$ cat src/rtl/mc_ctrl_pkg.sv
// Shared encodings for the multicycle RV32I control unit: FSM states, datapath
// select codes, ALU/immediate codes and the opcodes the decoder recognises.
package mc_ctrl_pkg;

  typedef enum logic [3:0] {
    S_FETCH, S_DECODE, S_MEMADR, S_MEMREAD, S_MEMWB, S_MEMWRITE,
    S_EXECR, S_EXECI, S_ALUWB, S_JAL, S_BRANCH, S_LUI, S_FAULT
  } state_e;

  typedef enum logic [1:0] {
    ALUOP_ADD   = 2'b00,
    ALUOP_SUB   = 2'b01,
    ALUOP_FUNCT = 2'b10
  } alu_op_e;

  localparam int unsigned ALU_ADD = 0, ALU_SUB = 1, ALU_AND = 2, ALU_OR  = 3, ALU_XOR = 4;
  localparam int unsigned ALU_SLT = 5, ALU_SLL = 6, ALU_SRL = 7, ALU_SRA = 8, ALU_SLTU = 9;

  localparam int unsigned IMM_I = 0, IMM_S = 1, IMM_B = 2, IMM_J = 3, IMM_U = 4;

  localparam logic [1:0] RES_ALUOUT = 2'b00, RES_DATA = 2'b01, RES_ALURESULT = 2'b10, RES_IMMEXT = 2'b11;
  localparam logic [1:0] SRCA_PC = 2'b00, SRCA_OLDPC = 2'b01, SRCA_REG = 2'b10;
  localparam logic [1:0] SRCB_WD = 2'b00, SRCB_IMM = 2'b01, SRCB_FOUR = 2'b10;

  localparam logic [6:0] OP_LOAD   = 7'b0000011;
  localparam logic [6:0] OP_STORE  = 7'b0100011;
  localparam logic [6:0] OP_RTYPE  = 7'b0110011;
  localparam logic [6:0] OP_ITYPE  = 7'b0010011;
  localparam logic [6:0] OP_BRANCH = 7'b1100011;
  localparam logic [6:0] OP_JAL    = 7'b1101111;
  localparam logic [6:0] OP_LUI    = 7'b0110111;

  // Immediate format implied by the opcode; anything unrecognised reads as I-type.
  function automatic int unsigned imm_src_for(input logic [6:0] op);
    case (op)
      OP_STORE:  return IMM_S;
      OP_BRANCH: return IMM_B;
      OP_JAL:    return IMM_J;
      OP_LUI:    return IMM_U;
      default:   return IMM_I;
    endcase
  endfunction

endpackage

$ cat src/rtl/alu_decoder.sv
// ALU operation decoder: fixed ADD/SUB for address and compare steps, otherwise
// decoded from funct3/funct7b5, with SUB only for register-register ops.
module alu_decoder
  import mc_ctrl_pkg::*;
#(
  parameter int ALUCTRL_W = 4
) (
  input  alu_op_e              alu_op,
  input  logic [2:0]           funct3,
  input  logic                 funct7b5,
  input  logic                 op5,
  output logic [ALUCTRL_W-1:0] alu_control
);

  int unsigned code;

  always_comb begin
    code = ALU_ADD;
    case (alu_op)
      ALUOP_ADD: code = ALU_ADD;
      ALUOP_SUB: code = ALU_SUB;
      default: begin
        case (funct3)
          3'b000:  code = (op5 && funct7b5) ? ALU_SUB : ALU_ADD;
          3'b001:  code = ALU_SLL;
          3'b010:  code = ALU_SLT;
          3'b011:  code = ALU_SLTU;
          3'b100:  code = ALU_XOR;
          3'b101:  code = funct7b5 ? ALU_SRA : ALU_SRL;
          3'b110:  code = ALU_OR;
          default: code = ALU_AND;
        endcase
      end
    endcase
    alu_control = ALUCTRL_W'(code);
  end

endmodule

$ cat src/rtl/mc_control_fsm.sv
// Multicycle RV32I control unit: main FSM, branch resolution, memory-ready
// timeout and sticky fault. All outputs are combinational from state + inputs.
module mc_control_fsm
  import mc_ctrl_pkg::*;
#(
  parameter int unsigned MEM_TIMEOUT = 16,
  parameter int          ALUCTRL_W   = 4,
  parameter int          IMMSRC_W    = 3
) (
  input  logic                 clk,
  input  logic                 reset,
  input  logic [6:0]           op,
  input  logic [2:0]           funct3,
  input  logic                 funct7b5,
  input  logic                 zero,
  input  logic                 lt,
  input  logic                 ltu,
  input  logic                 mem_ready,
  output logic                 PCWrite,
  output logic                 AdrSrc,
  output logic                 MemWrite,
  output logic                 IRWrite,
  output logic                 RegWrite,
  output logic [1:0]           ResultSrc,
  output logic [1:0]           ALUSrcA,
  output logic [1:0]           ALUSrcB,
  output logic [ALUCTRL_W-1:0] ALUControl,
  output logic [IMMSRC_W-1:0]  ImmSrc,
  output logic                 retire,
  output logic                 fault
);

  localparam int CNT_W = (MEM_TIMEOUT > 0) ? $clog2(MEM_TIMEOUT + 1) : 1;
  localparam logic [CNT_W-1:0] CNT_MAX  = CNT_W'(MEM_TIMEOUT);
  localparam logic [CNT_W-1:0] CNT_LAST = CNT_W'(MEM_TIMEOUT - 1);

  state_e            state_q, state_d;
  logic [CNT_W-1:0]  cnt_q, cnt_d;
  alu_op_e           alu_op;
  logic              taken, branch_ok;
  logic              mem_state, timeout_hit;

  assign mem_state   = (state_q == S_FETCH) || (state_q == S_MEMREAD) || (state_q == S_MEMWRITE);
  assign timeout_hit = (MEM_TIMEOUT != 0) && mem_state && !mem_ready && (cnt_q == CNT_LAST);

  always_comb begin
    taken     = 1'b0;
    branch_ok = 1'b1;
    case (funct3)
      3'b000:  taken = zero;
      3'b001:  taken = !zero;
      3'b100:  taken = lt;
      3'b101:  taken = !lt;
      3'b110:  taken = ltu;
      3'b111:  taken = !ltu;
      default: branch_ok = 1'b0;
    endcase
  end

  // NOTE: every output and state_d gets a default first so no path through the case infers a latch.
  always_comb begin
    state_d   = state_q;
    alu_op    = ALUOP_ADD;
    PCWrite   = 1'b0;
    AdrSrc    = 1'b0;
    MemWrite  = 1'b0;
    IRWrite   = 1'b0;
    RegWrite  = 1'b0;
    ResultSrc = RES_ALUOUT;
    ALUSrcA   = SRCA_PC;
    ALUSrcB   = SRCB_WD;
    ImmSrc    = IMMSRC_W'(imm_src_for(op));
    retire    = 1'b0;
    fault     = 1'b0;

    case (state_q)
      S_FETCH: begin
        ALUSrcB   = SRCB_FOUR;
        ResultSrc = RES_ALURESULT;
        IRWrite   = mem_ready;
        PCWrite   = mem_ready;
        if (mem_ready) state_d = S_DECODE;
      end
      S_DECODE: begin
        ALUSrcA = SRCA_OLDPC;
        ALUSrcB = SRCB_IMM;
        case (op)
          OP_LOAD, OP_STORE: state_d = S_MEMADR;
          OP_RTYPE:          state_d = S_EXECR;
          OP_ITYPE:          state_d = S_EXECI;
          OP_BRANCH:         state_d = S_BRANCH;
          OP_JAL:            state_d = S_JAL;
          OP_LUI:            state_d = S_LUI;
          default:           state_d = S_FAULT;
        endcase
      end
      S_MEMADR: begin
        ALUSrcA = SRCA_REG;
        ALUSrcB = SRCB_IMM;
        state_d = op[5] ? S_MEMWRITE : S_MEMREAD;
      end
      S_MEMREAD: begin
        AdrSrc = 1'b1;
        if (mem_ready) state_d = S_MEMWB;
      end
      S_MEMWB: begin
        ResultSrc = RES_DATA;
        RegWrite  = 1'b1;
        retire    = 1'b1;
        state_d   = S_FETCH;
      end
      S_MEMWRITE: begin
        AdrSrc   = 1'b1;
        MemWrite = 1'b1;
        retire   = mem_ready;
        if (mem_ready) state_d = S_FETCH;
      end
      S_EXECR: begin
        ALUSrcA = SRCA_REG;
        alu_op  = ALUOP_FUNCT;
        state_d = S_ALUWB;
      end
      S_EXECI: begin
        ALUSrcA = SRCA_REG;
        ALUSrcB = SRCB_IMM;
        alu_op  = ALUOP_FUNCT;
        state_d = S_ALUWB;
      end
      S_ALUWB: begin
        RegWrite = 1'b1;
        retire   = 1'b1;
        state_d  = S_FETCH;
      end
      S_JAL: begin
        ALUSrcA = SRCA_OLDPC;
        ALUSrcB = SRCB_FOUR;
        PCWrite = 1'b1;
        state_d = S_ALUWB;
      end
      S_BRANCH: begin
        ALUSrcA = SRCA_REG;
        alu_op  = ALUOP_SUB;
        // Reserved funct3 codes fault without retiring or redirecting the PC.
        if (branch_ok) begin
          PCWrite = taken;
          retire  = 1'b1;
          state_d = S_FETCH;
        end else begin
          state_d = S_FAULT;
        end
      end
      S_LUI: begin
        ResultSrc = RES_IMMEXT;
        ImmSrc    = IMMSRC_W'(IMM_U);
        RegWrite  = 1'b1;
        retire    = 1'b1;
        state_d   = S_FETCH;
      end
      default: fault = 1'b1;
    endcase

    // A ready on the last allowed cycle wins over the timeout (timeout_hit needs !mem_ready).
    if (timeout_hit) state_d = S_FAULT;
  end

  always_comb begin
    cnt_d = '0;
    if (mem_state && !mem_ready && (state_d == state_q))
      cnt_d = (cnt_q == CNT_MAX) ? cnt_q : cnt_q + CNT_W'(1);
  end

  alu_decoder #(.ALUCTRL_W(ALUCTRL_W)) u_alu_decoder (
    .alu_op      (alu_op),
    .funct3      (funct3),
    .funct7b5    (funct7b5),
    .op5         (op[5]),
    .alu_control (ALUControl)
  );

  // NOTE: state registers use non-blocking assignments so every flop samples pre-edge values.
  always_ff @(posedge clk or posedge reset) begin
    if (reset) begin
      state_q <= S_FETCH;
      cnt_q   <= '0;
    end else begin
      state_q <= state_d;
      cnt_q   <= cnt_d;
    end
  end

endmodule
$ cat config.mk
export PLATFORM = sky130hd
export DESIGN_NAME = mc_control_fsm
export DESIGN_NICKNAME = d
export VERILOG_FILES = /design/src/rtl/mc_ctrl_pkg.sv /design/src/rtl/alu_decoder.sv /design/src/rtl/mc_control_fsm.sv
export SDC_FILE = /design/constraint.sdc
export NUM_CORES = 1
export LEC_CHECK = 0
export ABC_CLOCK_PERIOD_IN_PS = 1700
export CAP_MARGIN = 20
export CORE_ASPECT_RATIO = 0.5
export CORE_UTILIZATION = 42
export DETAILED_ROUTE_END_ITERATION = 12
export MAX_ROUTING_LAYER = met4
export PLACE_DENSITY = 0.87
export SLEW_MARGIN = 40
export SYNTH_ARGS = -nofsm -noshare
export SYNTH_HDL_FRONTEND = slang
export SYNTH_SLANG_ARGS = --single-unit
$ cat constraint.sdc
create_clock -name clk -period 1.7 [get_ports clk]
set_input_delay 0.255 -clock clk [delete_from_list [all_inputs] [get_ports clk]]
set_output_delay 0.255 -clock clk [all_outputs]
set_load 0.1 [all_outputs]
==> results.txt, run 1 <==
- The number of setup buffers added after CTS is 17.
- Synthesis-stage register bit count: 9
* Gpl congestion: 0.901
- Root Buffer: clkbuf_8
* Number of hold buffers added after CTS: 0
- H-tree depth reported by CTS: 1
* Total of cells resized after clock tree synthesis: 53
- Top Ports: 37
- Synthesized area divided by synthesized cell count: ~7.2 um2
* Outcome: stopped before the end
* Count of flip-flops with a built-in enable after synthesis: 0
- The Yosys step of the flow raised 0 warnings.
* Count of placed standard cells including taps: approximately 250
- The HPWL after detailed placement is roughly 3600 um.
* Area of placed instances: 2180 um2
* Gate count after technology mapping: around 160
- Stage where the flow stopped: clock tree synthesis (4_1_cts)
- Overall die height: 38.7 um
- Row cnt: 12
- Post-Syn Area: roughly 1100 um2
- For this design, the sink count on the clock tree is 9.
- Fraction of synthesis flops using an asynchronous set or reset pin: 1.00
- Top_reg_cell synth: dfrtp_1
- Clock tree synthesis inserted a total of 3 buffers.
- Maximum count of clock buffers along a single path: 2
- Error that halted the flow: [ERROR DPL-0038] Utilization greater than 100%, impossible to legalize
- Number of nets in the synthesized netlist: roughly 180
* Number of buffer cells added on primary ports: 36
* Share of synthesized area occupied by flip-flops and latches: 0.199
- Die X-Extent: roughly 75 um
* Starting density of the core: 0.477
* Distinct cell type count of the synthesized netlist: slightly above 40
logic make-up after synthesis:
family          Yosys count  share of synthesized area
compound gates           31                      0.169
xor+xnor                 11                     0.0918
fa+ha+maj                 3                     0.0332
buf+inv                  21                     0.0973
flops                     9                      0.199
mux                       4                     0.0365
simple gates             79                      0.373
synthesized netlist by cell type (all sizes together), types with 3 or more instances:
library cell / count / area (um2)
nor2: 16 / 60.1
inv: 9 / 33.8
ha: 3 / 37.5
nor2b: 3 / 18.8
xor2: 3 / 26.3
nand2: 19 / 71.3
a31oi: 4 / 25.0
mux2i: 3 / 30.0
nor3: 10 / 55.1
nand2b: 5 / 31.3
nor4bb: 3 / 30.0
xnor2: 8 / 77.6
a21oi: 9 / 45.0
or3: 5 / 31.3
o21ai: 9 / 45.0
buf: 9 / 65.1
nand3: 6 / 30.0
dfrtp: 9 / 225
clkbuf: 3 / 11.3
stage by stage:
step / setup TNS, ns / worst slack (ns)
2_1_floorplan: -1.58 / -0.436
3_3_place_gp: -1.86 / -0.330
3_5_place_dp: -2.64 / -0.443
==> run 2: changes to the inputs <==
Settings changed: ABC_CLOCK_PERIOD_IN_PS 1700 to 2200, CORE_AREA set to 2 2 63 65, CORE_ASPECT_RATIO 0.5 to unset, CORE_UTILIZATION 42 to unset, DIE_AREA set to 0 0 65 67, MAX_ROUTING_LAYER met4 to unset, PLACE_DENSITY 0.87 to unset, PLACE_DENSITY_LB_ADDON set to 0.15.
Clock period 1.7 ns to 2.2 ns, I/O delays scaled along.
==> results.txt, run 2 <==
- Via count of the first global-routing pass: around 1,300
- The starting density of the core was 0.314 (-0.163).
- Most frequent cells in the layout: 20 x buf_12, 19 x nand2_1, 16 x buf_4
* Final count of hold timing violations: 0
- For the pin with the worst max-slew slack, the measured transition is just under 0.6 ns.
- The final count of pins violating max slew is 0.
* Register name with the most flops: cnt_q
- Of the cells placed in the final design, the portion with a size suffix greater than 1 is 0.297.
* Data arrival time of the critical path: around 1.7 ns
* Count of flip-flops with a built-in enable after synthesis: 0 (unchanged)
- Distinct cell type count of the synthesized netlist: 41 (unchanged)
- Area leader, netlist: dfrtp_1
* Path type of the worst min-delay path: input pin to asynchronous set/reset pin
- Critical path fanouts, max: 2
* Die Outline Area: about 4400 um2
- Placed wire-length estimate after detailed placement: 2560 um (-28%)
* Total power after layout: 0.00241 W
* Net total in the final layout: approximately 220
* Synthesized area divided by synthesized cell count: 7.16 um2 (unchanged)
- The critical path is of the input pin to primary output type.
- Number of buffers created by CTS: 3 (unchanged)
- Number of max-cap violations: 0
- The top cell type's share of synthesized area was 0.199 (unchanged).
- The standard cell area after detailed placement came to 1870 um2 (-14%).
- Library cell with the highest instance count after synthesis: nand2_1
- Fraction of synthesis flops using an asynchronous set or reset pin: 1.00 (unchanged)
* Final antenna-violating net count: 0
- Overall die height: 67 um (+73%)
- Count of clock tree sinks: 9 (unchanged)
- Gpl congestion: 0.910 (+1.0%)
- Post-route design area: between 1500 and 2000 um2
* Critical path launch point type: input pin
- Power spread over the standard cell area amounts to between 1000 and 1500 nW/um2.
* Clock-pin slew of the registers on the worst-case setup and hold paths: 0.04 ns
* DRC violation count after routing: 0
- The final layout contains routed wiring with a total length of approximately 3200 um.
- The count of state elements after synthesis is 9 (unchanged).
- Growth of design area from synthesis to finish: 71.2%
* Yosys warnings: 0 (unchanged)
- The final route contains between 1,000 and 1,500 vias.
- After detailed routing, the average wire length per cell comes to 13.0 um.
* Antenna diodes: 0
* Share of synthesized area occupied by flip-flops and latches: 0.199 (unchanged)
- Number of hold buffers added after CTS: 0 (unchanged)
- Final setup violation count: 0
- CTS tree: yes
- Row cnt: 22 (+10)
- Number of flip-flops in the largest register: 5
* Final global-route overflow total: 0
- Top Ports: 37 (unchanged)
- Violation count after the first detailed-routing iteration: 59
* GRT Total Usage: 0.161
* Largest vdd supply drop: about 0.58 mV
* Top_reg_cell synth: dfrtp_1
* Number of buffer cells added on primary ports: 36 (unchanged)
- Clock skew on the completed layout was measured at a little over 0.0006 ns.
- Number of nets in the synthesized netlist: 178 (unchanged)
- Initial antenna violation count: 0
- Setup repair after global routing left no endpoint under its margin.
* H-tree depth reported by CTS: 1 (unchanged)
* Cell depth of the worst flop-to-flop path: 7
- The first detailed-routing pass took 4 iterations.
- Worst max-slew margin expressed relative to the limit: 0.606
* Gate count after technology mapping: 158 (unchanged)
- The maximum count of clock buffers along a single path is 2 (unchanged).
- Of the available clock period, the critical path in the final layout requires 0.940.
- Post-Syn Area: 1130 um2 (unchanged)
- After detailed routing, the number of vias per cell comes to 5.08.
* Root Buffer: clkbuf_8
- Registers with the most flip-flops: cnt_q (5), state_q (4)
- The worst setup path is captured at a primary output.
- The overall die width is 65 um (-14%).
- Summed over all cells, the static leakage comes to 0.802 nW.
* Cells taking the most area after synthesis: dfrtp_1 20%, nand2_1 6.3%, xnor2_1 5.4%
- The startpoint identified for the worst register-to-register timing path is cnt_q[0]$_DFFE_PP0P_.
- The clock period could shrink to approximately 2.1 ns.
* Latest clock arrival within the worst-skew pair: approximately 0.23 ns
* First-pass GRT wire length: approximately 5500 um
- In this run the standard cell core region covers approximately 3600 um2.
* Setup slack of the worst register-to-register path: 0.15 ns
* Upper clock frequency limit: approximately 0.48 GHz
- The library cell used most frequently in the layout, excluding fill and tap cells, is buf_12.
- The post-CTS setup buffer count was 0 (-17).
- The worst register-to-register path ends at state_q[3]$_DFF_PP0_.
- By count the netlist is led by 19 x nand2_1, 16 x nor2_1.
- Largest net degree at the start of global routing: 19
* Outcome: completed
- Required time of the critical path: 1.87 ns
==> run 2: cell counts after synthesis <==
Identical to the previous run, type by type.
==> run 2: worst max-delay path by stage <==
stage                                    start       endpoint  slack [ns]  depth (start not counted)
after floorplan           state_q[0]$_DFF_PP0_        PCWrite       -0.53                          5
after global placement               mem_ready        PCWrite       -0.15                          6
after detailed placement             mem_ready        PCWrite       -0.15                          6
after CTS                            funct3[1]         retire        0.02                          7
after global routing                 funct3[2]  ALUControl[0]       0.002                          6
final                                funct3[2]  ALUControl[0]        0.13                          6
==> run 2: layout make-up <==
class,instances,area [um2]
Tap cell,48,60.1
Inverter,9,33.8
Timing Repair Buffer,52,682
Sequential cell,9,226
Clock buffer,4,45.0
Fill cell,350,1670
Multi-Input combinational cell,128,890
==> run 2: critical path, cell delays in order <==
cell and delay, ns:
clkdlybuf4s50_1 0.47, nand2_1 0.08, or3_1 0.31, a31oi_1 0.17, o21a_1 0.20, buf_12 0.18
==> run 2: metrics by stage <==
step | utilization | TNS (ns) | std cells | worst slack (ns) | hold WS [ns]
floorplan | - | -0.969 | 158 | -0.534 | 0.158
global route | 0.537 | 0 | 250 | 0.00175 | 0.417
detailed placement | 0.519 | -0.154 | 246 | -0.154 | 0.568
finish | 0.537 | 0 | 250 | 0.131 | 0.362
CTS | 0.535 | 0 | 250 | 0.0152 | 0.374
global placement | 0.519 | -0.146 | 246 | -0.146 | 0.539
==> run 2: power by group <==
group	internal [W]	switching (W)	total, W
Combinational	0.000705	0.00128	0.00198
Clock	0.000126	0.0000657	0.000192
Sequential	0.000204	0.0000290	0.000233
Total	0.00104	0.00137	0.00241
==> run 2: kinds of logic after synthesis <==
| family | after synthesis | share of synthesized area |
|---|---|---|
| xor+xnor | 11 | 0.0918 |
| mux | 4 | 0.0365 |
| flops | 9 | 0.199 |
| buf+inv | 21 | 0.0973 |
| simple gates | 79 | 0.373 |
| compound gates | 31 | 0.169 |
| fa+ha+maj | 3 | 0.0332 |
==> run 2: metal layers <==
layer | global-route usage | part of all wire | up-vias
met5 | 0 | 0 | -
met4 | 0.0559 | 0.012 | 0
met3 | 0.0152 | 0.038 | 4
met2 | 0.294 | 0.50 | 39
met1 | 0.195 | 0.45 | 584
li1 | - | - | 642
==> run 2: repair_timing <==
action                     CTS  global route
gates resized for setup      4             3
pin swaps                    2             1
hold endpoints to repair     0             0
setup endpoints to repair    1             5
(Power assumes the default switching activity.)
==> run 3: changes to the inputs <==
Settings changed: ABC_AREA set to 1, MAX_ROUTING_LAYER set to met4.
==> results.txt, run 3 <==
- The post-synthesis instance area came to 1070 um2 (-5.4%).
- The net count after synthesis came to 193 (+8.4%).
- Register name with the most flops: cnt_q
- Data arrival time of the critical path: 1.79 ns (+0.05 ns)
* Clock-pin slew of the registers on the worst-case setup and hold paths: 0.04 ns (about the same)
- The final hold violation count was 0 (unchanged).
- Leading cell type in the layout, fill and taps excluded: nand2_1
* Largest vdd supply drop: 0.481 mV (-17%)
- The worst setup path is launched from an input pin.
* Final period utilization: 0.965 (+0.0250)
- Number of flip-flops in the largest register: 5 (unchanged)
* DRC violation count after routing: 0 (unchanged)
- The commonest cells after synthesis are 42 x nand2_1, 28 x inv_1, 17 x nor2_1, 9 x dfrtp_1, 9 x nor3_1.
- The remaining global-route overflow was 0 (unchanged).
- Latest clock arrival within the worst-skew pair: 0.23 ns (about the same)
- Worst hold slack after final layout: 0.347 ns (-0.0153 ns)
- Count of flip-flops with a built-in enable after synthesis: 0 (unchanged)
- Avg Vias per Cell: 4.44 (-13%)
- H-tree depth reported by CTS: 1 (unchanged)
- Largest net degree at the start of global routing: 10 (-9)
- Core Region: 3610 um2 (unchanged)
- Wire per inst: 10.5 um (-19%)
* Post-CTS repair timing setup buffer count: 0 (unchanged)
- Post-route design area: 1790 um2 (-7.6%)
* Area of placed instances: 1730 um2 (-7.4%)
- Worst max-slew margin expressed relative to the limit: 0.783 (+0.177)
* Starting density of the core: 0.297 (-0.0170)
- The wire length after detailed routing came to 2790 um (-14%).
- The via count of the first global-routing pass is 1,127 (-11%).
- Registers with the most flip-flops: cnt_q (5), state_q (4)
- Placed wire-length estimate after detailed placement: 2390 um (-7.0%)
- The share of final-layout standard cells stronger than drive strength 1 came to 0.281 (-0.0159).
* Final setup TNS: 0 ns (unchanged)
- The length of the first detailed-routing pass in iterations is 4 (unchanged).
* Upper clock frequency limit: 0.471 GHz (-2.6%)
* Root Buffer: clkbuf_8
- The CTS buffer count came to 3 (unchanged).
- Kind of end point of the critical path: primary output
* First-pass GRT wire length: 4700 um (-15%)
* Number of max-cap violations: 0 (unchanged)
- Growth of design area from synthesis to finish: 67.4%
* Post-Place Worst Slack: 0.0441 ns (+0.198 ns)
* Setup WS post-layout: 0.0763 ns (-0.0549 ns)
- Number of buffer cells added on primary ports: 36 (unchanged)
- Final setup violation count: 0 (unchanged)
- Die Outline Area: 4360 um2 (unchanged)
- The count of vias placed by the detailed router was 1,176 (-7.3%).
- Most frequent cells in the layout: 42 x nand2_1, 28 x inv_1, 20 x buf_12
- The filler cell count in the final layout came to 355 (+1.4%).
* Net total in the final layout: 238 (+6.7%)
- Required time of the critical path: 1.87 ns (about the same)
- Crit path time final: 2.12 ns (+0.0549 ns)
- Share of synthesized area occupied by flip-flops and latches: 0.211 (+0.0114)
* Fraction of synthesis flops using an asynchronous set or reset pin: 1.00 (unchanged)
* Synthesis-stage register bit count: 9 (unchanged)
- Initial antenna violation count: 0 (unchanged)
* Antenna diodes: 0 (unchanged)
* P_leak: 0.924 nW (+15%)
- The average size of a mapped cell is 6.18 um2 (-14%).
- Die X-Extent: 65 um (unchanged)
- The path class of the tightest hold or removal check is input pin to asynchronous set/reset pin.
- Maximum count of clock buffers along a single path: 2 (unchanged)
- Outcome: completed
- TritonCTS built the clock tree.
- Count of clock tree sinks: 9 (unchanged)
- The final antenna-violating net count came to 0 (unchanged).
- Distinct cell type count of the synthesized netlist: 27 (-34%)
* Critical path fanouts, max: 5 (+3)
* Top Ports: 37 (unchanged)
- The top cell type's share of synthesized area was 0.211 (+0.0114).
- The height of the die was 67 um (unchanged).
- Pins over their slew limit: 0 (unchanged)
- Violation count after the first detailed-routing iteration: 56 (-5.1%)
* Library cell with the highest instance count after synthesis: nand2_1
* Cells taking the most area after synthesis: dfrtp_1 21%, nand2_1 15%, inv_1 9.8%
- GRT Total Usage: 0.141 (-0.0195)
- Total power after layout: 0.00213 W (-11%)
- The actual transition at the worst max-transition pin is 0.325 ns (-0.261 ns).
- Top_reg_cell synth: dfrtp_1
- The total number of yosys warnings is 0 (unchanged).
- Row cnt: 22 (unchanged)
* Gpl congestion: 0.871 (-4.3%)
* Crit Path Class: input pin to primary output
- The power density over cell area was 1190 nW/um2 (-4.2%).
* Final clock skew: 0.00345 ns (+0.00285 ns)
- Area leader, netlist: dfrtp_1
* Gate count after technology mapping: 173 (+9.5%)
[run 3: cell count changes in the layout (fill, tap and decap cells not counted), sizes merged, moves of 5 or more]
cell / delta
nand2b: -5
inv: +26
or3: -5
nor2: +11
nand2: +29
xnor2: -8
nand3: +5
buf: -12
[run 3: where the power goes]
group / internal [W] / switching (W) / total, W
clock network: 0.000126 / 0.0000637 / 0.000190
logic: 0.000558 / 0.00113 / 0.00169
registers: 0.000201 / 0.0000557 / 0.000257
total: 0.000886 / 0.00125 / 0.00213
[run 3: repair_timing]
item / 4_1_cts / 5_1_grt
endpoints found under the hold margin: 0 / 0
setup endpoints to repair: 0 / 4
hold buffers: 0 / 0
gates resized for setup: 0 / 3
[run 3: worst max-delay path, stage by stage]
cell and delay (ns):
clkdlybuf4s50_1 0.56, inv_1 0.12, nor3_1 0.26, nand2_1 0.08, nand4_1 0.10, nand2_1 0.05, nand3_1 0.11, buf_12 0.18
[run 3: through the flow]
stage                     instances  utilization
after floorplan                 173            -
final                           265        0.497
after global routing            265        0.497
after CTS                       265        0.493
after global placement          261        0.481
after detailed placement        261        0.481
[run 3: final cells by class]
cell class                 count  area [um2]  share of cell area
tap                           48        60.1              0.0335
sequential                     9         225               0.126
inverter                      35         131              0.0734
timing repair buffer          40         593               0.331
multi-input combinational    129         736               0.411
clock buffer                   4        45.0              0.0252
[run 3: cells by family (layout without fill, tap and decap cells)]
group,after synthesis,in the layout,share of synthesized area
AO/OA/AOI/OAI,20,20,0.102
buffers and inverters,35,79,0.123
XOR/XNOR,2,2,0.0164
AND/OR/NAND/NOR,104,104,0.513
flip-flops,9,9,0.211
adder cells (fa/ha/maj),3,3,0.0351
[run 3: final timing paths]
| check | start | endpoint | slack [ns] | depth (start not counted) |
|---|---|---|---|---|
| setup / recovery | funct3[0] | PCWrite | 0.08 | 8 |
| hold / removal | reset | cnt_q[0]$_DFFE_PP0P_ | 0.35 | 2 |
| setup reg to reg | cnt_q[0]$_DFFE_PP0P_ | cnt_q[1]$_DFFE_PP0P_ | 0.73 | 9 |
| hold reg to reg | cnt_q[3]$_DFFE_PP0P_ | cnt_q[3]$_DFFE_PP0P_ | 0.54 | 2 |
| max in group asynchronous | reset | cnt_q[4]$_DFFE_PP0P_ | 1.61 | 2 |
| min in group clk | cnt_q[3]$_DFFE_PP0P_ | cnt_q[3]$_DFFE_PP0P_ | 0.54 | 2 |
[run 3: metal layers]
metal | vias to the layer above | share of wire | global-route usage
met2 | 26 | 0.49 | 0.247
met4 | 0 | 0.0097 | 0.0399
li1 | 639 | - | -
met5 | - | 0 | -
met3 | 2 | 0.051 | 0.0236
met1 | 509 | 0.45 | 0.167
